`src/rtl/mem_lsu_pkg.sv`:
```
// Shared definitions for the MEM-stage load/store unit: funct3 codes,
// FSM state encoding and access-size helper.
`timescale 1ns/1ps
package mem_lsu_pkg;

  localparam logic [2:0] F3_LB  = 3'b000;
  localparam logic [2:0] F3_LH  = 3'b001;
  localparam logic [2:0] F3_LW  = 3'b010;
  localparam logic [2:0] F3_LBU = 3'b100;
  localparam logic [2:0] F3_LHU = 3'b101;
  localparam logic [2:0] F3_SB  = 3'b000;
  localparam logic [2:0] F3_SH  = 3'b001;
  localparam logic [2:0] F3_SW  = 3'b010;

  typedef enum logic [1:0] {
    ST_IDLE  = 2'd0,
    ST_REQ   = 2'd1,
    ST_RESP  = 2'd2,
    ST_DRAIN = 2'd3
  } lsu_state_e;

  // Low two funct3 bits encode log2 of the access size for every legal code.
  function automatic logic [1:0] f3_size_log2(input logic [2:0] f3);
    return f3[1:0];
  endfunction

endpackage

```
`src/rtl/mem_lsu_if.sv`:
```
// Data-bus port bundle between the LSU (master) and the data memory (slave):
// req/gnt request phase followed by an rvalid read-data phase.
`timescale 1ns/1ps
interface mem_lsu_if #(
  parameter int ADDR_WIDTH = 32
) ();
  logic                  bus_req;
  logic                  bus_we;
  logic [ADDR_WIDTH-1:0] bus_addr;
  logic [3:0]            bus_be;
  logic [31:0]           bus_wdata;
  logic                  bus_gnt;
  logic                  bus_rvalid;
  logic [31:0]           bus_rdata;

  modport master (
    output bus_req, bus_we, bus_addr, bus_be, bus_wdata,
    input  bus_gnt, bus_rvalid, bus_rdata
  );

  modport slave (
    input  bus_req, bus_we, bus_addr, bus_be, bus_wdata,
    output bus_gnt, bus_rvalid, bus_rdata
  );
endinterface

```
`src/rtl/mem_lsu_align.sv`:
```
// Combinational lane logic: store byte-enables/replicated data/fault check,
// and load lane selection with sign or zero extension.
`timescale 1ns/1ps
module mem_lsu_align
  import mem_lsu_pkg::*;
(
  input  logic        i_is_load,
  input  logic        i_is_store,
  input  logic [2:0]  i_st_funct3,
  input  logic [1:0]  i_st_ea,
  input  logic [31:0] i_rs2,
  output logic [3:0]  o_be,
  output logic [31:0] o_wdata,
  output logic        o_fault,
  input  logic [2:0]  i_ld_funct3,
  input  logic [1:0]  i_ld_ea,
  input  logic [31:0] i_rdata,
  output logic [31:0] o_ld_data
);

  logic        w_legal;
  logic        w_misalign;
  logic [31:0] w_shifted;

  always_comb begin
    w_legal    = 1'b0;
    w_misalign = 1'b0;
    o_be       = 4'b1111;
    o_wdata    = i_rs2;
    if (i_is_load)
      w_legal = i_st_funct3 inside {F3_LB, F3_LH, F3_LW, F3_LBU, F3_LHU};
    else if (i_is_store)
      w_legal = i_st_funct3 inside {F3_SB, F3_SH, F3_SW};
    case (f3_size_log2(i_st_funct3))
      2'd0: begin
        o_be    = 4'b0001 << i_st_ea;
        o_wdata = {4{i_rs2[7:0]}};
      end
      2'd1: begin
        w_misalign = i_st_ea[0];
        o_be       = i_st_ea[1] ? 4'b1100 : 4'b0011;
        o_wdata    = {2{i_rs2[15:0]}};
      end
      default: w_misalign = (i_st_ea != 2'b00);
    endcase
    o_fault = (i_is_load || i_is_store) && (!w_legal || w_misalign);
  end

  // Shift the addressed lane down to bit 0, then extend according to funct3.
  assign w_shifted = i_rdata >> {i_ld_ea, 3'b000};

  always_comb begin
    case (i_ld_funct3)
      F3_LB:   o_ld_data = {{24{w_shifted[7]}}, w_shifted[7:0]};
      F3_LH:   o_ld_data = {{16{w_shifted[15]}}, w_shifted[15:0]};
      F3_LBU:  o_ld_data = {24'd0, w_shifted[7:0]};
      F3_LHU:  o_ld_data = {16'd0, w_shifted[15:0]};
      default: o_ld_data = i_rdata;
    endcase
  end

endmodule

```
`src/rtl/mem_lsu.sv`:
```
// MEM-stage load/store unit: accepts EX results, runs data-bus accesses and
// registers the WB-bound result (the MEM/WB pipeline register lives here).
`timescale 1ns/1ps
module mem_lsu
  import mem_lsu_pkg::*;
#(
  parameter int ADDR_WIDTH = 32
) (
  input  logic              clk,
  input  logic              rst,
  input  logic              in_valid,
  output logic              in_ready,
  input  logic              is_load_i,
  input  logic              is_store_i,
  input  logic [2:0]        funct3_i,
  input  logic              rd_we_i,
  input  logic [4:0]        rd_addr_i,
  input  logic [31:0]       rd_data_i,
  input  logic [31:0]       rs2_data_i,
  input  logic              flush_i,
  mem_lsu_if.master         bus,
  output logic              wb_valid,
  output logic              wb_rd_we,
  output logic [4:0]        wb_rd_addr,
  output logic [31:0]       wb_rd_data,
  output logic              lsu_fault
);

  lsu_state_e            r_state;
  logic                  r_is_load;
  logic [2:0]            r_funct3;
  logic [1:0]            r_ea_lo;
  logic                  r_rd_we;
  logic [4:0]            r_rd_addr;
  logic                  r_bus_req;
  logic                  r_bus_we;
  logic [ADDR_WIDTH-1:0] r_bus_addr;
  logic [3:0]            r_bus_be;
  logic [31:0]           r_bus_wdata;
  logic                  r_wb_valid;
  logic                  r_wb_rd_we;
  logic [4:0]            r_wb_rd_addr;
  logic [31:0]           r_wb_rd_data;
  logic                  r_lsu_fault;

  logic [3:0]            w_be;
  logic [31:0]           w_wdata;
  logic                  w_fault;
  logic [31:0]           w_ld_data;
  logic                  w_is_mem;

  mem_lsu_align u_align (
    .i_is_load   (is_load_i),
    .i_is_store  (is_store_i),
    .i_st_funct3 (funct3_i),
    .i_st_ea     (rd_data_i[1:0]),
    .i_rs2       (rs2_data_i),
    .o_be        (w_be),
    .o_wdata     (w_wdata),
    .o_fault     (w_fault),
    .i_ld_funct3 (r_funct3),
    .i_ld_ea     (r_ea_lo),
    .i_rdata     (bus.bus_rdata),
    .o_ld_data   (w_ld_data)
  );

  assign w_is_mem = is_load_i || is_store_i;
  assign in_ready = (r_state == ST_IDLE);

  always_ff @(posedge clk or posedge rst) begin
    if (rst) begin
      r_state      <= ST_IDLE;
      r_is_load    <= 1'b0;
      r_funct3     <= 3'd0;
      r_ea_lo      <= 2'd0;
      r_rd_we      <= 1'b0;
      r_rd_addr    <= 5'd0;
      r_bus_req    <= 1'b0;
      r_bus_we     <= 1'b0;
      r_bus_addr   <= '0;
      r_bus_be     <= 4'd0;
      r_bus_wdata  <= 32'd0;
      r_wb_valid   <= 1'b0;
      r_wb_rd_we   <= 1'b0;
      r_wb_rd_addr <= 5'd0;
      r_wb_rd_data <= 32'd0;
      r_lsu_fault  <= 1'b0;
    end else begin
      r_wb_valid  <= 1'b0;
      r_lsu_fault <= 1'b0;
      case (r_state)
        ST_IDLE: begin
          if (in_valid && !flush_i) begin
            if (!w_is_mem) begin
              r_wb_valid   <= 1'b1;
              r_wb_rd_we   <= rd_we_i;
              r_wb_rd_addr <= rd_addr_i;
              r_wb_rd_data <= rd_data_i;
            end else if (w_fault) begin
              r_wb_valid   <= 1'b1;
              r_wb_rd_we   <= 1'b0;
              r_wb_rd_addr <= rd_addr_i;
              r_wb_rd_data <= 32'd0;
              r_lsu_fault  <= 1'b1;
            end else begin
              r_is_load   <= is_load_i;
              r_funct3    <= funct3_i;
              r_ea_lo     <= rd_data_i[1:0];
              r_rd_we     <= rd_we_i;
              r_rd_addr   <= rd_addr_i;
              r_bus_req   <= 1'b1;
              r_bus_we    <= is_store_i;
              r_bus_addr  <= {rd_data_i[ADDR_WIDTH-1:2], 2'b00};
              r_bus_be    <= w_be;
              r_bus_wdata <= w_wdata;
              r_state     <= ST_REQ;
            end
          end
        end
        ST_REQ: begin
          if (bus.bus_gnt) begin
            r_bus_req <= 1'b0;
            if (r_is_load) begin
              r_state <= flush_i ? ST_DRAIN : ST_RESP;
            end else begin
              r_state <= ST_IDLE;
              if (!flush_i) begin
                r_wb_valid   <= 1'b1;
                r_wb_rd_we   <= 1'b0;
                r_wb_rd_addr <= r_rd_addr;
                r_wb_rd_data <= 32'd0;
              end
            end
          end else if (flush_i) begin
            r_bus_req <= 1'b0;
            r_state   <= ST_IDLE;
          end
        end
        ST_RESP: begin
          // A flush coinciding with rvalid has nothing left to drain.
          if (flush_i) begin
            r_state <= bus.bus_rvalid ? ST_IDLE : ST_DRAIN;
          end else if (bus.bus_rvalid) begin
            r_wb_valid   <= 1'b1;
            r_wb_rd_we   <= r_rd_we && (r_rd_addr != 5'd0);
            r_wb_rd_addr <= r_rd_addr;
            r_wb_rd_data <= w_ld_data;
            r_state      <= ST_IDLE;
          end
        end
        ST_DRAIN: begin
          if (bus.bus_rvalid) r_state <= ST_IDLE;
        end
        default: r_state <= ST_IDLE;
      endcase
    end
  end

  assign bus.bus_req   = r_bus_req;
  assign bus.bus_we    = r_bus_we;
  assign bus.bus_addr  = r_bus_addr;
  assign bus.bus_be    = r_bus_be;
  assign bus.bus_wdata = r_bus_wdata;
  assign wb_valid      = r_wb_valid;
  assign wb_rd_we      = r_wb_rd_we;
  assign wb_rd_addr    = r_wb_rd_addr;
  assign wb_rd_data    = r_wb_rd_data;
  assign lsu_fault     = r_lsu_fault;

endmodule

```
`src/flat_wrapper.sv`:
```
// flat-port wrapper written by rule: the top's interface ports become plain ports
module mem_lsu_flat import mem_lsu_pkg::*;
#(
  parameter int ADDR_WIDTH = 32
)
  (clk, rst, in_valid, in_ready, is_load_i, is_store_i, funct3_i, rd_we_i, rd_addr_i, rd_data_i, rs2_data_i, flush_i, wb_valid, wb_rd_we, wb_rd_addr, wb_rd_data, lsu_fault, bus_bus_req, bus_bus_we, bus_bus_addr, bus_bus_be, bus_bus_wdata, bus_bus_gnt, bus_bus_rvalid, bus_bus_rdata);
  mem_lsu_if #(.ADDR_WIDTH(ADDR_WIDTH)) bus_i ();
  input  logic clk;
  input  logic rst;
  input  logic in_valid;
  output logic in_ready;
  input  logic is_load_i;
  input  logic is_store_i;
  input  logic [2:0] funct3_i;
  input  logic rd_we_i;
  input  logic [4:0] rd_addr_i;
  input  logic [31:0] rd_data_i;
  input  logic [31:0] rs2_data_i;
  input  logic flush_i;
  output logic wb_valid;
  output logic wb_rd_we;
  output logic [4:0] wb_rd_addr;
  output logic [31:0] wb_rd_data;
  output logic lsu_fault;
  output wire logic [$bits(bus_i.bus_req)-1:0] bus_bus_req;
  output wire logic [$bits(bus_i.bus_we)-1:0] bus_bus_we;
  output wire logic [$bits(bus_i.bus_addr)-1:0] bus_bus_addr;
  output wire logic [$bits(bus_i.bus_be)-1:0] bus_bus_be;
  output wire logic [$bits(bus_i.bus_wdata)-1:0] bus_bus_wdata;
  input wire logic [$bits(bus_i.bus_gnt)-1:0] bus_bus_gnt;
  input wire logic [$bits(bus_i.bus_rvalid)-1:0] bus_bus_rvalid;
  input wire logic [$bits(bus_i.bus_rdata)-1:0] bus_bus_rdata;
  assign bus_bus_req = bus_i.bus_req;
  assign bus_bus_we = bus_i.bus_we;
  assign bus_bus_addr = bus_i.bus_addr;
  assign bus_bus_be = bus_i.bus_be;
  assign bus_bus_wdata = bus_i.bus_wdata;
  assign bus_i.bus_gnt = bus_bus_gnt;
  assign bus_i.bus_rvalid = bus_bus_rvalid;
  assign bus_i.bus_rdata = bus_bus_rdata;
  mem_lsu #(.ADDR_WIDTH(ADDR_WIDTH)) u_core (.clk(clk), .rst(rst), .in_valid(in_valid), .in_ready(in_ready), .is_load_i(is_load_i), .is_store_i(is_store_i), .funct3_i(funct3_i), .rd_we_i(rd_we_i), .rd_addr_i(rd_addr_i), .rd_data_i(rd_data_i), .rs2_data_i(rs2_data_i), .flush_i(flush_i), .bus(bus_i), .wb_valid(wb_valid), .wb_rd_we(wb_rd_we), .wb_rd_addr(wb_rd_addr), .wb_rd_data(wb_rd_data), .lsu_fault(lsu_fault));
endmodule
```
`config.mk`:
```
export PLATFORM = sky130hd
export DESIGN_NAME = mem_lsu_flat
export DESIGN_NICKNAME = d
export VERILOG_FILES = /design/src/rtl/mem_lsu_pkg.sv /design/src/rtl/mem_lsu_if.sv /design/src/rtl/mem_lsu_align.sv /design/src/rtl/mem_lsu.sv /design/src/flat_wrapper.sv
export SDC_FILE = /design/constraint.sdc
export NUM_CORES = 1
export LEC_CHECK = 0
export ABC_AREA = 1
export CORE_MARGIN = 4
export CORE_UTILIZATION = 40
export DETAILED_ROUTE_END_ITERATION = 12
export DONT_BUFFER_PORTS = 1
export PLACE_DENSITY = 0.66
export SLEW_MARGIN = 15
export SYNTH_ARGS = -nofsm -noshare
export SYNTH_HDL_FRONTEND = slang
export SYNTH_SLANG_ARGS = --single-unit
```
`constraint.sdc`:
```
create_clock -name clk -period 7.2 [get_ports clk]
set_clock_uncertainty 0.2 [all_clocks]
set_input_delay 0.36 -clock clk [delete_from_list [all_inputs] [get_ports clk]]
set_output_delay 0.36 -clock clk [all_outputs]
set_load 0.02 [all_outputs]
```
# Word-level counts from Yosys, hierarchy flattened
# Index checks and enable logic that the tools add are counted.
# classes
n_eq_ne,21
shift,2
n_mux,63
bitwise,1
reduce_logical,21
# op_table
operator,n
32-bit two-way mux,8
32-bit one-hot mux with 4 select lines,1
32-bit one-hot mux with 3 select lines,1
32-bit one-hot mux with 2 select lines,1
5-bit two-way mux,8
32-bit by 5-bit >> shifter with 16-bit output,1
1-bit two-way mux,27
2-bit two-way mux,9
5-bit one-hot mux with 3 select lines,1
3-bit equality test (second input constant),4
2-bit != test (second input constant),6
5-bit nonzero test,2
2-bit one-hot mux with 4 select lines,1
4-bit one-hot mux with 2 select lines,1
4-bit AND reduction,2
8-bit AND reduction,1
3-bit by 1-bit equality test with 1-bit output (second input constant),2
3-bit zero test,2
3-bit != test (second input constant),2
1-bit one-hot mux with 3 select lines,2
3-bit nonzero test,2
5-bit AND reduction,1
2-bit by 1-bit equality test with 1-bit output (second input constant),2
2-bit equality test (second input constant),2
other kinds (11),19
# totals
reg_bits,122
in_bits,113

# Longest topological paths before layout
# Gate-level depths: netlist of run 1.
# logic_depth
depth_word,11
mapped_depth,10

# Cells and area by module
# Synthesis of run 1 repeated with hierarchy kept, for this count alone.
# unflattened
cells_unflattened,979
hier_area_um2,6862.8
# by_module_without_submodules
module,instances,cells_per_inst,area_per_inst_um2,seq_area_each_um2
mem_lsu,1,673,5426.5,3052.9
mem_lsu_align,1,306,1436.4,0.0

# Worst setup path before layout of run 1
# No wires, ideal clock.
# synth_timing
kind,register -> register
start,register u_core.r_state[0]
end,register u_core.r_bus_wdata[12] (netlist: u_core.bus.bus_wdata[12])
arrival_time_ns,1.743
t_required_ns,6.867
setup_slack_ns,5.124
path_stages_with_launch,10
period_less_slack_ns,2.076
path_cell_list,dfrtp_1 inv_1 ha_1 inv_1 nor2_1 nand3_2 buf_6 buf_6 nand2_1 o21ai_0
# synth_between
elab_chain_len,2
# synth_rtl
item,line_no,text
"start, declared",mem_lsu.sv:29,lsu_state_e r_state;
"start signal, assigned",mem_lsu.sv:124,r_state <= flush_i ? ST_DRAIN : ST_RESP;
"start signal, assigned",mem_lsu.sv:142,r_state <= bus.bus_rvalid ? ST_IDLE : ST_DRAIN;
2-bit zero test,--,
via in_ready,flat_wrapper.sv:11,output logic in_ready;
4-bit AND reduction (no line),--,
"end signal, assigned",mem_lsu.sv:115,r_bus_wdata <= w_wdata;
"end, declared",mem_lsu.sv:39,logic [31:0] r_bus_wdata;
# The timed path passes the listed nets, and every way through them passes these cells.
# A chain may end at the register's enable or synchronous reset.

# Worst setup path in the final report of run 1
# layout_timing
start,register u_core.r_state[1]
end,register u_core.r_bus_be[3] (netlist: u_core.bus.bus_be[3])
# layout_between
elab_chain_len,2
# layout_rtl
item,line_no,text
2-bit zero test,--,
via in_ready,flat_wrapper.sv:11,
4-bit AND reduction (no line),--,
"end signal, assigned",mem_lsu.sv:114,r_bus_be <= w_be;
"end, declared",mem_lsu.sv:38,logic [3:0] r_bus_be;
# The timed path passes the listed nets, and every way through them passes these cells.

==> flow_metrics.env, run 1 <==
export IMPL_cts_made_buffers=17
export IMPL_path_common_cell="inv_1"
export IMPL_slowest_stage="dlygate4sd3_1"
export IMPL_period_share=0.455
export IMPL_crit_type="reg2reg"
export IMPL_drv_cap=0
export IMPL_synth_area_um2=6450
export IMPL_startpoint_type="flop"
export IMPL_final_max_slew_viol_count=0
export IMPL_syn_area_per_cell_um2=7.39
export IMPL_drc=0
export IMPL_portBuffers=0
export IMPL_place_hpwl_um=13900
export IMPL_synth_top_cell_area_share=0.473
export IMPL_crit_chain="inv_1 -> ha_1 -> inv_1 -> nor2_1 -> nand3_4 -> inv_2 -> nand2_1 -> nand3_1 -> dlygate4sd3_1"
export IMPL_outcome="finished clean"
export IMPL_die_area_um2=18200
export IMPL_cts_tree="built"
export IMPL_final_hold_violation_count=0
export IMPL_worst_endpoint_required_ns=7.34
export IMPL_antenna_found_initial=0
export IMPL_wl_per_cell_um=17.5
export IMPL_synth_distinct_cells=28
export IMPL_setup_violations=0
export IMPL_p_total_mw=3.59
export IMPL_clkTransAtPathRegs_ns=0.05
export IMPL_htree_levels=4
export IMPL_grt_max_degree=100
export IMPL_final_nets=1044
export IMPL_synth_area_leader_cell="dfrtp_1"
export IMPL_start_util=0.408
export IMPL_n_antenna_cell=0
export IMPL_coreArea_um2=15800
export IMPL_vdd_drop_max_uv=185
export IMPL_dp_cells=1046
export IMPL_grt_pass1_vias=5956
export IMPL_vias=5952
export IMPL_power_density_nw_per_um2=455
export IMPL_first_iter_violations=480
export IMPL_die_w_um=135
export IMPL_final_setup_tns_ns=0
export IMPL_grt_total_usage=0.223
export IMPL_drt_wl_total_um=20300
export IMPL_placementRows=46
export IMPL_yosysSeqAreaShare=0.473
export IMPL_place_gp_congestion=0.874
export IMPL_ctsLongestPathBuffers=2
export IMPL_ant_nets=0
export IMPL_synthCells=874
export IMPL_ys_ff_latch=122
export IMPL_area_growth_pct=22.2
export IMPL_clk_latency_ns=0.41
export IMPL_fmax_mhz=306
export IMPL_overflow=0
export IMPL_yosys_top_cells_area="dfrtp_1 47%, nand2_1 15%, o21ai_0 7.2%, a21oi_1 6.4%, nor2_1 6.2%"
export IMPL_cts_setup_buffers=0
export IMPL_ios=224
export IMPL_crit_fanout=54
export IMPL_min_period_ns=3.27
export IMPL_worst_pin_slew_ns=1.11
export IMPL_leakage_nw=3.89
export IMPL_dr_pass1_iters=5
export IMPL_max_stage_delay_ns=0.56
export IMPL_drive_above_1_share=0.0628
export IMPL_fin_cells=1156
export IMPL_cts_resized=0
export IMPL_endpoint_kind="flop"
export IMPL_critical_path_arrival_ns=3.41
export IMPL_hold_class="in2reg"
export IMPL_cts_root_buf="clkbuf_16"
export IMPL_grt_pass1_wl_um=31800
export IMPL_viasPerCell=5.15
export IMPL_rsz0062_at_grt="false"
export IMPL_cts_sinks=122
export IMPL_synth_warnings=0
export IMPL_die_h_um=135
export IMPL_slew_headroom=0.260
report_power, final:
part	internal (mW)	switching, mW	leakage, nW
clock	0.620	0.315	0.312
sequential	1.01	0.652	1.54
combinational	0.362	0.635	2.03
total	1.99	1.60	3.89
worst max-delay path: cells and delay by family (launching register included):
family	cells	cell delay [ns]
flip-flops	1	0.43
AND/OR/NAND/NOR	4	0.97
buffers and inverters	4	1.17
adder cells (fa/ha/maj)	1	0.43
cell usage after synthesis:
library cell,number
nand2_1,250
dfrtp_1,122
nor2_1,107
o21ai_0,93
a21oi_1,83
inv_1,72
nand3_1,55
clkbuf_1,21
buf_6,12
buf_2,11
a21oi_2,7
o21ai_1,7
inv_2,5
buf_4,4
ha_1,4
nand3_2,3
nand4_1,3
buf_1,2
nor2_2,2
nor3_1,2
o211ai_1,2
a32oi_1,1
conb_1,1
mux2i_1,1
nand2_2,1
nand3_4,1
nor2_4,1
nor2_8,1
through the flow:
stage | hold WS (ns) | utilization | area, um^2 | setup slack (ns)
after floorplan | 0.254 | - | 6460 | 3.40
after global placement | 0.173 | 0.409 | 6470 | 4.20
after detailed placement | 0.185 | 0.409 | 6470 | 4.13
after CTS | 0.00314 | 0.499 | 7900 | 3.92
after global routing | 0.0316 | 0.498 | 7890 | 3.67
final | 0.00375 | 0.498 | 7890 | 3.93
worst paths after layout:
| check | start | end | slack, ns | cells after the start |
|---|---|---|---|---|
| worst max register to register | u_core.r_state[1] | u_core.bus.bus_be[3] | 3.93 | 9 |
| worst min-delay path | funct3_i[1] | u_core.bus.bus_wdata[21] | 0.004 | 2 |
| worst min register to register | u_core.r_rd_we | u_core.r_rd_we | 0.29 | 2 |
| max in group asynchronous | rst | u_core.wb_rd_data[11] | 5.33 | 3 |
| worst max-delay path | u_core.r_state[1] | u_core.bus.bus_be[3] | 3.93 | 9 |
| min in group asynchronous | rst | u_core.bus.bus_req | 0.34 | 2 |
cells in the final DEF (no fill, tap or decap), types with 2 or more instances in the layout:
cell | Yosys | layout
nand3_2 | 3 | 2
nand3_1 | 55 | 55
nand2_1 | 250 | 250
nand3_4 | 1 | 2
clkinvlp_4 | 0 | 2
a21oi_1 | 83 | 83
dfrtp_1 | 122 | 122
buf_4 | 4 | 5
clkbuf_16 | 0 | 17
bufinv_16 | 0 | 5
nor3_1 | 2 | 2
nor2_1 | 107 | 107
nor2_2 | 2 | 2
nand4_1 | 3 | 3
a21oi_2 | 7 | 7
ha_1 | 4 | 4
inv_2 | 5 | 5
o21ai_0 | 93 | 93
conb_1 | 1 | 2
dlygate4sd3_1 | 0 | 77
clkinv_2 | 0 | 5
o211ai_1 | 2 | 2
o21ai_1 | 7 | 7
inv_1 | 72 | 71
area by class of cell:
cell class                      count  area, um^2
Multi-Input combinational cell    626        2820
Clock inverter                     13         199
Tap cell                          216         270
Inverter                           77         294
Timing Repair Buffer               83         813
Fill cell                        1518        7940
Sequential cell                   122        3050
Clock buffer                       19         443
per-layer routing:
layer  up-vias  part of all wire  GRT usage
met5         -                 0          0
met4         0             0.014     0.0627
met3        26              0.10     0.0883
met2       259              0.48      0.373
met1      2767              0.41      0.269
li1       2900                 -          -
cells by family (layout without fill, tap and decap cells):
kind of cell	count (synthesis)	count (layout)	share of synthesized area
and+or+nand+nor	426	426	0.270
muxes	1	1	0.00155
other	1	2	0.000581
AOI/OAI and AO/OA	193	193	0.155
buffers and inverters	127	192	0.0923
adders and majority gates	4	4	0.00775
DFF	122	122	0.473
flip-flops by register name, indices dropped and copies added (netlist names):
signal                count
u_core.lsu_fault          1
u_core.bus.bus_addr      30
u_core.bus.bus_we         1
u_core.bus.bus_req        1
u_core.r_ea_lo            2
u_core.bus.bus_be         4
u_core.wb_rd_data        32
u_core.wb_valid           1
u_core.r_is_load          1
u_core.r_funct3           3
u_core.r_rd_we            1
u_core.wb_rd_addr         5
u_core.r_rd_addr          5
u_core.r_state            2
u_core.bus.bus_wdata     32
u_core.wb_rd_we           1
repair_timing:
item / CTS / global route
hold endpoints to repair: 156 / 0
endpoints found under the setup margin: 0 / 0
hold buffers: 78 / 0
Power figures use the tool's default switching activity.
==> inputs of run 2 (changes only) <==
- ABC_AREA: 1 -> 0
- clock period: 7.2 -> 3.03 ns (I/O delays scaled with it)
==> run 2 against run 1 <==
Combinational power rose to 2.5 times the previous value. Hold slack improved by 0.010 ns. Utilization rose by 5.2 points. Cell count fell by 15%. Critical path type unchanged. Critical endpoint is now u_core.r_state[1]. Largest cell class unchanged.
==> flow_metrics.env, run 2 <==
export IMPL_placementRows=44
export IMPL_worst_pin_slew_ns=1.13
export IMPL_final_seq_area_um2=3050
export IMPL_grt_max_degree=80
export IMPL_final_max_slew_viol_count=0
export IMPL_drt_wl_total_um=20100
export IMPL_synth_area_leader_cell="dfrtp_1"
export IMPL_outcome="finished clean"
export IMPL_start_util=0.414
export IMPL_met2_usage=0.384
export IMPL_endpoint_kind="flop"
export IMPL_n_antenna_cell=0
export IMPL_overflow=0
export IMPL_min_period_ns=2.80
export IMPL_ctsLongestPathBuffers=2
export IMPL_dr_pass1_iters=5
export IMPL_setup_violations=0
export IMPL_leakage_nw=3.64
export IMPL_coreArea_um2=14800
export IMPL_startpoint_type="flop"
export IMPL_synth_distinct_cells=48
export IMPL_yosysSeqAreaShare=0.499
export IMPL_worst_hold_slack_ns=0.0141
export IMPL_final_nets=906
export IMPL_multi_input_area_um2=2750
export IMPL_synth_warnings=0
export IMPL_final_hold_violation_count=0
export IMPL_portBuffers=0
export IMPL_grt_util_met3=0.0753
export IMPL_cts_tree="built"
export IMPL_syn_area_per_cell_um2=9.02
export IMPL_cp_buffers_inverters=3
export IMPL_crit_fanout=26
export IMPL_die_w_um=132
export IMPL_grt_pass1_vias=5688
export IMPL_drc=0
export IMPL_synth_common_cells="205 x nand2_1, 122 x dfrtp_1, 56 x nor2_1"
export IMPL_grt_busiest_layer="met2"
export IMPL_synth_area_um2=6110
export IMPL_synth_edf_count=0
export IMPL_place_gp_congestion=0.849
export IMPL_synth_top_cell_area_share=0.499
export IMPL_drv_cap=0
export IMPL_cts_root_buf="clkbuf_16"
export IMPL_ant_nets=0
export IMPL_wl_per_cell_um=20.4
export IMPL_final_setup_tns_ns=0
export IMPL_place_hpwl_um=13300
export IMPL_max_stage_delay_ns=0.57
export IMPL_power_density_nw_per_um2=1050
export IMPL_slowest_stage="or3_4"
export IMPL_grtUsageMet1=0.282
export IMPL_ys_ff_latch=122
export IMPL_antenna_found_initial=0
export IMPL_synthCells=678
export IMPL_p_total_mw=8.53
export IMPL_cts_sinks=122
export IMPL_grt_total_usage=0.230
export IMPL_nFillCells=1245
export IMPL_cts_made_buffers=17
export IMPL_critical_path_arrival_ns=2.89
export IMPL_ys_async_sr_fraction=1.00
export IMPL_die_h_um=132
export IMPL_grt_pass1_wl_um=32100
export IMPL_slew_headroom=0.245
export IMPL_clkTransAtPathRegs_ns=0.05
export IMPL_area_growth_pct=32.9
export IMPL_crit_type="reg2reg"
export IMPL_crit_chain="inv_1 -> ha_2 -> inv_1 -> or3_4 -> a21oi_1 -> o22ai_1 -> dlygate4sd3_1"
export IMPL_worst_endpoint_required_ns=3.12
export IMPL_htree_levels=4
export IMPL_utilization=0.551
export IMPL_viasPerCell=5.62
export IMPL_clk_latency_ns=0.41
export IMPL_ios=224
export IMPL_placed_cell_area_um2=6250
export IMPL_layout_commonest_cell="nand2_1"
export IMPL_most_common_layout_cells="205 x nand2_1, 129 x dlygate4sd3_1, 122 x dfrtp_1"
export IMPL_ff2ff_setup_slack_ns=0.23
export IMPL_vias=5537
export IMPL_path_common_cell="inv_1"
export IMPL_hold_class="in2reg"
export IMPL_die_area_um2=17300
export IMPL_vdd_drop_max_uv=479
export IMPL_rsz0062_at_grt="false"
export IMPL_critPathTopFamily="buffers and inverters"
export IMPL_yosys_top_cells_area="dfrtp_1 50%, nand2_1 13%, mux2i_1 7.4%, nor2_1 3.4%, a22oi_1 2.9%"
export IMPL_first_iter_violations=501
export IMPL_fmax_mhz=357
export IMPL_stdcell_area_um2=8130
export IMPL_drive_above_1_share=0.0835
export IMPL_ys_flop_type="dfrtp_1"
export IMPL_period_share=0.925
export IMPL_yosysMostFrequentCell="nand2_1"
-- run 2: layer usage --
layer	vias up	routed length, um
met2	315	9880
met3	27	1970
met1	2654	7860
met5	-	0
met4	0	395
li1	2541	-
-- run 2: report_power, final --
part | leakage [nW] | internal, mW | total, mW | switching [mW]
sequential | 1.52 | 2.43 | 3.99 | 1.56
combinational | 1.83 | 1.07 | 2.53 | 1.46
clock | 0.283 | 1.24 | 2.01 | 0.771
total | 3.64 | 4.74 | 8.53 | 3.79
-- run 2: cell families (layout without fill, tap and decap cells) --
kind of cell / count (synthesis) / count (layout) / synth area share
and+or+nand+nor: 285 / 285 / 0.186
AOI/OAI and AO/OA: 151 / 151 / 0.174
DFF: 122 / 122 / 0.499
buffers and inverters: 69 / 192 / 0.0555
muxes: 46 / 46 / 0.0755
adders and majority gates: 4 / 4 / 0.00819
other: 1 / 2 / 0.000613
-- run 2: cell type report --
cell class | instances | share of cell area
sequential | 122 | 0.376
multi-input combinational | 488 | 0.338
timing repair buffer | 142 | 0.177
clock buffer | 18 | 0.0540
tap | 184 | 0.0283
clock inverter | 14 | 0.0180
inverter | 18 | 0.00878
-- run 2: final timing paths --
check / startpoint / end / depth (start not counted)
setup / recovery: u_core.r_state[0] / u_core.r_state[1] / 7
hold / removal: is_load_i / u_core.lsu_fault / 2
setup reg to reg: u_core.r_state[0] / u_core.r_state[1] / 7
hold reg to reg: u_core.r_rd_we / u_core.r_rd_we / 2
max in group asynchronous: rst / u_core.bus.bus_wdata[0] / 3
min in group asynchronous: rst / u_core.wb_rd_data[22] / 2
-- run 2: through the flow --
stage | worst slack [ns] | cells
after detailed placement | 0.490 | 825
after global routing | 0.151 | 986
final | 0.226 | 986
after floorplan | 0.825 | 679
after global placement | 0.591 | 825
after CTS | 0.0812 | 986
-- run 2: timing repair --
item,in CTS,in global routing
gates resized for setup,0,1
setup endpoints to repair,0,1
hold buffers,129,0
hold endpoints to repair,160,0
buffers inserted,0,0
